===== src/rtl/ducks_pkg.sv =====
// Shared definitions for the duck/bullet collision engine.
// Holds coordinate widths, default sprite sizes, the scan FSM encoding
// and a helper for sizing the pair-index counters.
package ducks_pkg;

   localparam int unsigned X_W   = 11;  // signed duck x
   localparam int unsigned Y_W   = 10;  // unsigned y (ducks and shots)
   localparam int unsigned SX_W  = 10;  // unsigned shot x
   localparam int unsigned CMP_W = 12;  // signed compare width, no wrap for off-screen ducks

   localparam int unsigned DEF_DUCK_W = 64;
   localparam int unsigned DEF_DUCK_H = 48;
   localparam int unsigned DEF_SHOT_W = 4;
   localparam int unsigned DEF_SHOT_H = 8;

   typedef enum logic [1:0] {
      IDLE   = 2'd0,
      SCAN   = 2'd1,
      COMMIT = 2'd2
   } state_t;

   // Index width for a counter over n entries; never narrower than one bit.
   function automatic int unsigned clog2_min1(input int unsigned n);
      return (n <= 1) ? 1 : $clog2(n);
   endfunction

endpackage


===== src/rtl/hit_box_check.sv =====
// Combinational axis-aligned bounding-box overlap test for one duck/shot pair.
// Ports:
//   dx, dy     duck top-left corner (dx signed, may be off-screen left)
//   sx, sy     shot top-left corner (unsigned)
//   overlap_c  boxes overlap; boxes that only touch at an edge do not overlap
module hit_box_check
   import ducks_pkg::*;
#(
   parameter int unsigned DUCK_W = DEF_DUCK_W,
   parameter int unsigned DUCK_H = DEF_DUCK_H,
   parameter int unsigned SHOT_W = DEF_SHOT_W,
   parameter int unsigned SHOT_H = DEF_SHOT_H
) (
   input  logic signed [X_W-1:0]  dx,
   input  logic        [Y_W-1:0]  dy,
   input  logic        [SX_W-1:0] sx,
   input  logic        [Y_W-1:0]  sy,
   output logic                   overlap_c
);

   localparam logic signed [CMP_W-1:0] BOX_DW = CMP_W'(DUCK_W);
   localparam logic signed [CMP_W-1:0] BOX_DH = CMP_W'(DUCK_H);
   localparam logic signed [CMP_W-1:0] BOX_SW = CMP_W'(SHOT_W);
   localparam logic signed [CMP_W-1:0] BOX_SH = CMP_W'(SHOT_H);

   logic signed [CMP_W-1:0] dx_e;
   logic signed [CMP_W-1:0] dy_e;
   logic signed [CMP_W-1:0] sx_e;
   logic signed [CMP_W-1:0] sy_e;

   // Duck x sign-extends so a negative position stays left of the screen.
   assign dx_e = {{(CMP_W-X_W){dx[X_W-1]}}, dx};
   assign dy_e = {{(CMP_W-Y_W){1'b0}}, dy};
   assign sx_e = {{(CMP_W-SX_W){1'b0}}, sx};
   assign sy_e = {{(CMP_W-Y_W){1'b0}}, sy};

   assign overlap_c = (sx_e + BOX_SW > dx_e) && (sx_e < dx_e + BOX_DW) &&
                      (sy_e + BOX_SH > dy_e) && (sy_e < dy_e + BOX_DH);

endmodule


===== src/rtl/hit_resolver.sv =====
// Frame-synchronous collision and scoring engine. On frame_start the duck and
// shot positions are snapshotted, then every (duck, shot) pair is tested one per
// cycle through a single shared box checker; the resulting masks are published
// as one-cycle pulses together with done, and the score is advanced.
// Ports:
//   vga_clk, reset       pixel clock, asynchronous active-high reset
//   frame_start          start-of-vblank pulse, launches a scan when idle
//   duck_x/y, duck_alive packed per-duck position (x signed) and hittable flag
//   shot_x/y, shot_valid packed per-shot position and in-flight flag
//   duck_hit, shot_kill  one-cycle hit / retire pulses
//   score                saturating running score
//   busy                 scan in progress
//   done                 one-cycle pulse with the hit/kill pulses
//   overrun              sticky, frame_start seen while a scan was running
module hit_resolver
   import ducks_pkg::*;
#(
   parameter int unsigned N_DUCKS = 4,
   parameter int unsigned N_SHOTS = 8,
   parameter int unsigned DUCK_W  = DEF_DUCK_W,
   parameter int unsigned DUCK_H  = DEF_DUCK_H,
   parameter int unsigned SHOT_W  = DEF_SHOT_W,
   parameter int unsigned SHOT_H  = DEF_SHOT_H,
   parameter int unsigned SCORE_W = 10,
   parameter int unsigned POINTS  = 1
) (
   input  logic                      vga_clk,
   input  logic                      reset,
   input  logic                      frame_start,
   input  logic [N_DUCKS*X_W-1:0]    duck_x,
   input  logic [N_DUCKS*Y_W-1:0]    duck_y,
   input  logic [N_DUCKS-1:0]        duck_alive,
   input  logic [N_SHOTS*SX_W-1:0]   shot_x,
   input  logic [N_SHOTS*Y_W-1:0]    shot_y,
   input  logic [N_SHOTS-1:0]        shot_valid,
   output logic [N_DUCKS-1:0]        duck_hit,
   output logic [N_SHOTS-1:0]        shot_kill,
   output logic [SCORE_W-1:0]        score,
   output logic                      busy,
   output logic                      done,
   output logic                      overrun
);

   localparam int unsigned DI_W  = clog2_min1(N_DUCKS);
   localparam int unsigned SI_W  = clog2_min1(N_SHOTS);
   localparam int unsigned SUM_W = SCORE_W + 4;
   localparam logic [SUM_W-1:0] SCORE_MAX = {4'b0, {SCORE_W{1'b1}}};

   state_t state, state_n;
   logic [DI_W-1:0] d_idx, d_n;
   logic [SI_W-1:0] s_idx, s_n;
   logic [N_DUCKS-1:0] hit_mask, hit_n;
   logic [N_SHOTS-1:0] kill_mask, kill_n;
   logic [N_DUCKS-1:0] duck_hit_n;
   logic [N_SHOTS-1:0] shot_kill_n;
   logic [SCORE_W-1:0] score_n, score_sat;
   logic busy_n, done_n, overrun_n, snap;

   // Input snapshot, frozen for the duration of a scan
   logic signed [X_W-1:0]  dx_q [N_DUCKS];
   logic        [Y_W-1:0]  dy_q [N_DUCKS];
   logic        [SX_W-1:0] sx_q [N_SHOTS];
   logic        [Y_W-1:0]  sy_q [N_SHOTS];
   logic [N_DUCKS-1:0] alive_q;
   logic [N_SHOTS-1:0] valid_q;

   logic overlap_c;
   logic pair_hit;
   logic [SUM_W-1:0] pop, sum;

   // Shared pair checker, fed by the current scan indices
   hit_box_check #(
      .DUCK_W (DUCK_W),
      .DUCK_H (DUCK_H),
      .SHOT_W (SHOT_W),
      .SHOT_H (SHOT_H)
   ) u_box (
      .dx        (dx_q[d_idx]),
      .dy        (dy_q[d_idx]),
      .sx        (sx_q[s_idx]),
      .sy        (sy_q[s_idx]),
      .overlap_c (overlap_c)
   );

   // Masks make earlier (lower-index) pairs win arbitration
   assign pair_hit = alive_q[d_idx] & valid_q[s_idx] &
                     ~hit_mask[d_idx] & ~kill_mask[s_idx] & overlap_c;

   // Score increment with saturation, evaluated in a widened sum
   always_comb begin
      pop = '0;
      for (int i = 0; i < N_DUCKS; i++) begin
         pop = pop + SUM_W'(hit_mask[i]);
      end
      sum       = SUM_W'(score) + SUM_W'(POINTS) * pop;
      score_sat = (sum > SCORE_MAX) ? {SCORE_W{1'b1}} : SCORE_W'(sum);
   end

   // Next-state and next-output logic
   always_comb begin
      state_n     = state;
      d_n         = d_idx;
      s_n         = s_idx;
      hit_n       = hit_mask;
      kill_n      = kill_mask;
      snap        = 1'b0;
      duck_hit_n  = '0;
      shot_kill_n = '0;
      done_n      = 1'b0;
      score_n     = score;
      overrun_n   = overrun;

      if (frame_start && (state != IDLE)) begin
         overrun_n = 1'b1;
      end

      case (state)
         IDLE: begin
            if (frame_start) begin
               snap    = 1'b1;
               hit_n   = '0;
               kill_n  = '0;
               d_n     = '0;
               s_n     = '0;
               state_n = SCAN;
            end
         end
         SCAN: begin
            if (pair_hit) begin
               hit_n[d_idx]  = 1'b1;
               kill_n[s_idx] = 1'b1;
            end
            if (s_idx == SI_W'(N_SHOTS - 1)) begin
               s_n = '0;
               if (d_idx == DI_W'(N_DUCKS - 1)) begin
                  d_n     = '0;
                  state_n = COMMIT;
               end else begin
                  d_n = d_idx + DI_W'(1);
               end
            end else begin
               s_n = s_idx + SI_W'(1);
            end
         end
         COMMIT: begin
            duck_hit_n  = hit_mask;
            shot_kill_n = kill_mask;
            done_n      = 1'b1;
            score_n     = score_sat;
            state_n     = IDLE;
         end
         default: state_n = IDLE;
      endcase

      busy_n = (state_n != IDLE);
   end

   // State, scan and output registers
   always_ff @(posedge vga_clk or posedge reset) begin
      if (reset) begin
         state     <= IDLE;
         d_idx     <= '0;
         s_idx     <= '0;
         hit_mask  <= '0;
         kill_mask <= '0;
         duck_hit  <= '0;
         shot_kill <= '0;
         score     <= '0;
         busy      <= 1'b0;
         done      <= 1'b0;
         overrun   <= 1'b0;
      end else begin
         state     <= state_n;
         d_idx     <= d_n;
         s_idx     <= s_n;
         hit_mask  <= hit_n;
         kill_mask <= kill_n;
         duck_hit  <= duck_hit_n;
         shot_kill <= shot_kill_n;
         score     <= score_n;
         busy      <= busy_n;
         done      <= done_n;
         overrun   <= overrun_n;
      end
   end

   // Snapshot registers, loaded only when a scan is launched
   always_ff @(posedge vga_clk or posedge reset) begin
      if (reset) begin
         for (int i = 0; i < N_DUCKS; i++) begin
            dx_q[i] <= '0;
            dy_q[i] <= '0;
         end
         for (int i = 0; i < N_SHOTS; i++) begin
            sx_q[i] <= '0;
            sy_q[i] <= '0;
         end
         alive_q <= '0;
         valid_q <= '0;
      end else if (snap) begin
         for (int i = 0; i < N_DUCKS; i++) begin
            dx_q[i] <= duck_x[i*X_W +: X_W];
            dy_q[i] <= duck_y[i*Y_W +: Y_W];
         end
         for (int i = 0; i < N_SHOTS; i++) begin
            sx_q[i] <= shot_x[i*SX_W +: SX_W];
            sy_q[i] <= shot_y[i*Y_W +: Y_W];
         end
         alive_q <= duck_alive;
         valid_q <= shot_valid;
      end
   end

endmodule


===== config.mk =====
export PLATFORM = sky130hd
export DESIGN_NAME = hit_resolver
export DESIGN_NICKNAME = d
export VERILOG_FILES = /design/src/rtl/ducks_pkg.sv /design/src/rtl/hit_box_check.sv /design/src/rtl/hit_resolver.sv
export SDC_FILE = /design/constraint.sdc
export NUM_CORES = 1
export LEC_CHECK = 0
export ABC_CLOCK_PERIOD_IN_PS = 22400
export CAP_MARGIN = 30
export CORE_MARGIN = 8
export CORE_UTILIZATION = 50
export DETAILED_ROUTE_END_ITERATION = 16
export GPL_TIMING_DRIVEN = 1
export PLACE_DENSITY = 0.78
export RECOVER_POWER = 50
export SETUP_SLACK_MARGIN = 0.4
export SLEW_MARGIN = 20
export SYNTH_ARGS = -nofsm -noshare
export SYNTH_HDL_FRONTEND = slang
export SYNTH_HIERARCHICAL = 1
export SYNTH_SLANG_ARGS = --single-unit

===== constraint.sdc =====
create_clock -name vga_clk -period 22.4 [get_ports vga_clk]
set_input_delay 2.24 -clock vga_clk [delete_from_list [all_inputs] [get_ports vga_clk]]
set_output_delay 2.24 -clock vga_clk [all_outputs]
set_load 0.01 [all_outputs]

==> summary.md, run 1 <==
| Metric | Value |
|---|---|
| Sw power | 1.078 mW |
| Worst Setup End Kind | flip-flop |
| YS warnings | 6 |
| Wirelength per Cell | 18.50 um |
| Share of the synthesized area in the top cell type | 51.68% |
| Clock Skew | 0.01446 ns |
| Post-synthesis register bit count | 300 |
| Final WL | 41,630 um |
| FILL cells | 2,266 |
| Setup CP Type | input pin to flip-flop |
| Highest clock rate | 127.3 MHz |
| Setup-failing EPs final | 0 |
| R2R depth | 20 |
| Worst-path maximum fanout | 82 |
| P_leak | 9.216 nW |
| Via count | 12,190 |
| Hpwl dp | 30,210 um |
| Placement-stage cell area | 17,600 um2 |
| Diodes inserted | 0 |
| Tcrit/Tclk final | 35.07% |
| Commonest cells in the netlist | nand2_1 (814), dfrtp_1 (300), clkbuf_1 (65) |
| Synth cell types | 69 |
| Synth-to-Final Area Change | 28.27% |
| Cells after Synth | 1,598 |
| Final net count | 2,149 |
| Port bufs | 283 |
| Fin area | 18,630 um2 |
| Synth area leaders | dfrtp_1 (52%), nand2_1 (21%), mux4_2 (5.6%), ha_1 (4.0%), clkbuf_1 (1.7%) |
| Layout cells sized above 1 | 7.020% |
| Failing checks | max-capacitance violations, max-slew violations |
| DRT iter0 DRCs | 1,094 |
| Seq/Total Area, Yosys | 51.68% |
| Routability cong. | 0.9234 |
| PD cells | 144.8 nW/um2 |
| Cell Rows | 62 |
| DR pass1 iterations | 7 |
| Crit-path max cell delay | 2.47 ns |
| Power Internal | 1.619 mW |
| Initial antenna violation count | 0 |
| Synth area leader | dfrtp_1 |
| Drt drc | 0 |
| Clock Sinks | 300 |
| CTS root buf | clkbuf_16 |
| Avg Cell Area, Syn | 9.090 um2 |
| Critical path startpoint category | input pin |
| GRT Total Usage | 23.31% |
| CP Cell Sequence | dlygate4sd3_1 -> nand2_1 -> clkbuf_1 -> clkbuf_1 -> nand2_1 -> nand2_1 |
| Num CTS Buffers | 31 |
| Max Slew Vio Count | 300 |
| Clk Latency, worst-skew pair | 0.56 ns |
| Die Width | 186.4 um |
| RSZ-0062 raised after global routing | no |
| Worst Setup Slack post-DPL | 16.83 ns |
| Worst hold stages | 2 |
| Slew @ Worst Pin | 5.046 ns |
| Final worst slack | 14.54 ns |
| Antenna-violating nets left | 0 |
| Status | finished, violations left |
| Area of the die | 34,760 um2 |
| Drt via density | 5.418 |
| Hold Vio Cnt, Final | 0 |
| CP required | 22.88 ns |
| Peak supply drop | 80.43 uV |
| Worst Path Arrival | 8.34 ns |
| Cell with the most instances after synthesis | nand2_1 |
| Slew Limit Headroom | -238.3% |
| Most used cell, CP | nand2_1 |
| CTS tree | built |
| Hold Crit Class | flip-flop to flip-flop |
| Sw Share | 39.97% |
| Mapped Nets | 1,906 |
| Total chip power | 2.697 mW |
| Hold-fix buffers, CTS | 0 |
| TNS Setup | 0 ns |
| MaxCap Viol Count | 4 |
| DIE HEIGHT | 186.4 um |
| Flop pwr share | 35.1% |
| Clk pwr share | 19.1% |
| Max stage delay cell, worst path | clkbuf_1 |
| First-pass GRT wire length | 66,860 um |
| Comb pwr share | 45.8% |
| Number of gates resized after CTS | 0 |
| Post-synth EDFFs | 0 |
| Largest net degree at the start of global routing | 187 |
| CTS Buffer Depth | 3 |
| Minimum clock period | 7.856 ns |
| Vias in the first global route | 12,660 |
| Total congestion overflow | 0 |
| Netlist Area Pre-Place | 14,530 um2 |
| Initial Util | 50.74% |
| Setup bufs post-CTS | 0 |
| Clock Pin Slew Worst Setup and Hold Paths | 0.06 ns |
| Core Region | 28,630 um2 |
| Util after Layout | 65.09% |
| Top_reg_cell synth | dfrtp_1 |
| H-tree depth | 1 |
| Ports | 284 |
| Async SR Flop Fraction | 100.0% |
==> flip-flops by register name, summed over array words and instances, names as in the netlist <==
| register | cells |
|---|---|
| alive_q | 4 |
| busy | 1 |
| d_idx | 2 |
| done | 1 |
| duck_hit | 4 |
| dx_q | 44 |
| dy_q | 40 |
| hit_mask | 4 |
| kill_mask | 8 |
| overrun | 1 |
| s_idx | 3 |
| score | 10 |
| shot_kill | 8 |
| state | 2 |
| sx_q | 80 |
| sy_q | 80 |
| valid_q | 8 |
==> power by group through the flow <==
| stage | Clock (mW) | Combinational, mW | Sequential [mW] |
|---|---|---|---|
| global placement | 0 | 1.16 | 0.942 |
| global route | 0.546 | 1.37 | 0.970 |
| finish | 0.515 | 1.24 | 0.946 |
| CTS | 0.522 | 1.22 | 0.941 |
| floorplan | 0 | 0.895 | 0.886 |
| detailed placement | 0 | 1.21 | 0.947 |
==> metrics by stage <==
| step | hold WS (ns) | instances |
|---|---|---|
| final | 0.4703 | 2250 |
| after global routing | 0.4882 | 2250 |
| after CTS | 0.4726 | 2248 |
| after detailed placement | 0.4571 | 2190 |
| after global placement | 0.4518 | 2189 |
| after floorplan | 0.4374 | 1598 |
==> placed cells by master (no fill, tap or decap), drive strengths merged, types with 9 or more instances in the layout <==
master         instances
nand2                815
dfrtp                300
clkdlybuf4s50        257
ha                    46
clkbuf                46
inv                   37
mux4                  36
o21ai                 33
dlygate4sd3           26
nor2                  19
mux2                  19
nand3                 18
a221oi                17
mux2i                 17
a21oi                 16
and2                  15
xnor2                 13
a22oi                 10
clkinv                10
buf                    9
==> logic make-up (layout without fill, tap and decap cells) <==
logic type	Yosys count	count (layout)	synth area share, %
adder cells (fa/ha/maj)	49	49	4.376
flip-flops	300	300	51.68
XOR/XNOR	21	21	1.266
multiplexers	72	72	8.252
AO/OA/AOI/OAI	126	126	6.228
buffers and inverters	125	393	3.557
AND/OR/NAND/NOR	905	905	24.64
==> critical path: cells and delay by family <==
kind,cells,cell delay (ns)
simple gates,3,2.04
buf+inv,3,3.96
==> path summary, 6_finish.rpt <==
check	from	endpoint	slack [ns]
max in group asynchronous	reset	sx_q[16]	16.44
worst min register to register	dy_q[12]	dy_q[12]	0.47
worst max register to register	s_idx[2]	kill_mask[1]	15.16
worst max-delay path	frame_start	sx_q[68]	14.54
min in group asynchronous	reset	score[8]	3.68
worst min-delay path	dy_q[12]	dy_q[12]	0.47
==> routing by layer <==
metal,up-vias,wire [um],GRT usage [%]
met5,-,0,0
met4,0,1271,7.358
met3,90,2926,4.884
met2,461,20230,38.76
met1,5946,17200,30.20
li1,5694,-,-
==> layout make-up <==
cell class,instances,area (um2),area share [%]
clock buffers,41,873.3,4.687
well taps,384,480.5,2.579
inverters,38,143.9,0.7723
repair buffers,297,2964,15.91
multi-input cells,1173,6504,34.91
flip-flops and latches,300,7511,40.31
clock inverters,17,155.1,0.8327
Power figures use the tool's default switching activity.
==> inputs of run 2 (changes only) <==
Settings changed: ABC_CLOCK_PERIOD_IN_PS 22400 to 7300.
Clock period 22.4 ns to 7.3 ns, I/O delays scaled along.
==> run 2 against run 1 <==
  * The flow still finishes with violations (max-capacitance violations, max-slew violations)
  * Die area did not move
  * Cell count barely moved
  * Clock skew about the same
  * Largest cell class unchanged
==> summary.md, run 2 (synthesis gave the netlist of run 1 again) <==
| Metric | Value |
|---|---|
| Worst-path maximum fanout | 23 (was 82) |
| Most common cell after layout, fill and taps aside | nand2_1 (unchanged) |
| Minimum clock period | 6.021 ns |
| Hold Crit Class | flip-flop to flip-flop (unchanged) |
| DR pass1 iterations | 5 (was 7) |
| Hpwl dp | 30,440 um (was 30,210 um) |
| Fin area | 18,640 um2 (was 18,630 um2) |
| Slew @ Worst Pin | 5.270 ns (was 5.046 ns) |
| Initial antenna violation count | 0 (unchanged) |
| Setup bufs post-CTS | 0 (unchanged) |
| CP required | 7.76 ns (was 22.88 ns) |
| CTS root buf | clkbuf_16 (unchanged) |
| Num CTS Buffers | 31 (unchanged) |
| Tcrit/Tclk final | 82.48% |
| Multi-input logic area | 6511 um2 (was 6504 um2) |
| Final net count | 2,149 (unchanged) |
| CTS tree | built (unchanged) |
| Non-Filler Instances | 2,249 (was 2,250) |
| GRT Total Usage | 23.78% (was 23.31%) |
| Setup CP Type | flip-flop to flip-flop (was input pin to flip-flop) |
| Via count | 12,090 (was 12,190) |
| Most frequent cells in the layout | nand2_1 (813), dfrtp_1 (297), clkdlybuf4s50_1 (281) (was nand2_1 (814), dfrtp_1 (297), clkdlybuf4s50_1 (257)) |
| Peak supply drop | 227.1 uV (was 80.43 uV) |
| TNS Setup | 0 ns (unchanged) |
| Clock Pin Slew Worst Setup and Hold Paths | 0.06 ns (about the same) |
| Hold Vio Cnt, Final | 0 (unchanged) |
| Initial Util | 50.74% (unchanged) |
| FF+latch area | 7511 um2 (unchanged) |
| Vias in the first global route | 12,560 (was 12,660) |
| Hold-fix buffers, CTS | 0 (unchanged) |
| PD cells | 444.9 nW/um2 (was 144.8 nW/um2) |
| Final WL | 42,290 um (was 41,630 um) |
| Clk Latency, worst-skew pair | 0.55 ns (was 0.56 ns) |
| MaxCap Viol Count | 3 (was 4) |
| Synth-to-Final Area Change | 28.32% (was 28.27%) |
| Worst Setup End Kind | flip-flop (unchanged) |
| Clock Sinks | 300 (unchanged) |
| FILL cells | 2,287 (was 2,266) |
| CTS Buffer Depth | 3 (unchanged) |
| Cell Rows | 62 (unchanged) |
| Port bufs | 283 (unchanged) |
| Layout cells sized above 1 | 6.971% (was 7.020%) |
| P_leak | 9.166 nW (was 9.216 nW) |
| Max Slew Vio Count | 364 (was 300) |
| Failing checks | max-capacitance violations, max-slew violations (unchanged) |
| Diodes inserted | 0 (unchanged) |
| Setup-failing EPs final | 0 (unchanged) |
| First-pass GRT wire length | 67,780 um (was 66,860 um) |
| DIE HEIGHT | 186.4 um (unchanged) |
| Worst hold slack | 0.4683 ns (was 0.4703 ns) |
| Ports | 284 (unchanged) |
| Critical path startpoint category | flip-flop (was input pin) |
| Clock Skew | 0.01463 ns (was 0.01446 ns) |
| Routability cong. | 0.9447 (was 0.9234) |
| Wirelength per Cell | 18.80 um (was 18.50 um) |
| Placed insts | 2,189 (was 2,190) |
| H-tree depth | 1 (unchanged) |
| Slew Limit Headroom | -251.3% (was -238.3%) |
| Total congestion overflow | 0 (unchanged) |
| Area of the die | 34,760 um2 (unchanged) |
| Total chip power | 8.293 mW (was 2.697 mW) |
| Placement-stage cell area | 17,590 um2 (was 17,600 um2) |
| Number of gates resized after CTS | 0 (unchanged) |
| Drt via density | 5.377 (was 5.418) |
| Core Region | 28,630 um2 (unchanged) |
| Drt drc | 0 (unchanged) |
| DRT iter0 DRCs | 1,157 (was 1,094) |
| Status | finished, violations left (unchanged) |
| Die Width | 186.4 um (unchanged) |
| Worst Path Arrival | 6.48 ns (was 8.34 ns) |
| Largest net degree at the start of global routing | 269 (was 187) |
| RSZ-0062 raised after global routing | no (unchanged) |
| Highest clock rate | 166.1 MHz |
| Biggest registers after layout | sx_q x80, sy_q x80, dx_q x44 (unchanged) |
| Antenna-violating nets left | 0 (unchanged) |
run 2: changes by cell type in the layout (fill, tap and decap cells not counted), sizes merged:
cell / before / now
clkdlybuf4s50: 257 / 281
clkinvlp: 6 / 1
buf: 9 / 8
dlygate4sd3: 26 / 2
clkinv: 10 / 9
clkbuf: 46 / 52
run 2: worst paths after layout:
| kind | from | end | slack [ns] | cells past startpoint |
|---|---|---|---|---|
| max in group asynchronous | reset | dy_q[10] | 2.16 | 4 |
| max | s_idx[1] | kill_mask[1] | 1.28 | 17 |
| min reg2reg | sy_q[76] | sy_q[76] | 0.47 | 2 |
| max reg2reg | s_idx[1] | kill_mask[1] | 1.28 | 17 |
| min | sy_q[76] | sy_q[76] | 0.47 | 2 |
| min in group asynchronous | reset | score[7] | 0.88 | 2 |
run 2: where the power goes:
part	switching, mW	internal (mW)	total, mW	leakage [nW]
Clock	0.646	0.940	1.59	0.518
Sequential	0.584	2.42	3.00	3.82
Combinational	2.06	1.65	3.71	4.83
run 2: stage by stage:
stage / util (%) / setup WS [ns]
after floorplan: - / 2.583
after global placement: 61.45 / 2.015
after detailed placement: 61.45 / 1.867
after CTS: 65.05 / 1.811
after global routing: 65.12 / 0.7755
final: 65.12 / 1.279
run 2: critical path, cell delays in order, from the launching register on:
cell	delay, ns
dfrtp_1	0.95
clkbuf_1	1.14
nor2b_1	0.42
a22oi_1	0.27
o221ai_1	0.27
nand3_1	0.20
xnor2_1	0.14
ha_1	0.27
nand4_1	0.14
nor3_1	0.06
a311oi_1	0.24
o21ai_0	0.15
o311a_1	0.18
nor4_2	0.36
nand2_4	0.08
a2111oi_4	0.42
and3_1	0.41
a32o_2	0.22
run 2: layout make-up:
class	count	share of cell area, %
Sequential cell	300	40.30
Multi-Input combinational cell	1173	34.93
Timing Repair Buffer	297	15.89
Clock buffer	46	4.947
Tap cell	384	2.578
Inverter	38	0.7720
Clock inverter	11	0.5840
run 2: layer usage:
metal | vias to the layer above | part of all wire [%] | GRT usage, %
met4 | 0 | 3.1 | 6.835
met1 | 5826 | 42 | 31.11
met5 | - | 0 | 0
met3 | 94 | 7.3 | 5.145
met2 | 490 | 48 | 39.39
li1 | 5683 | - | -
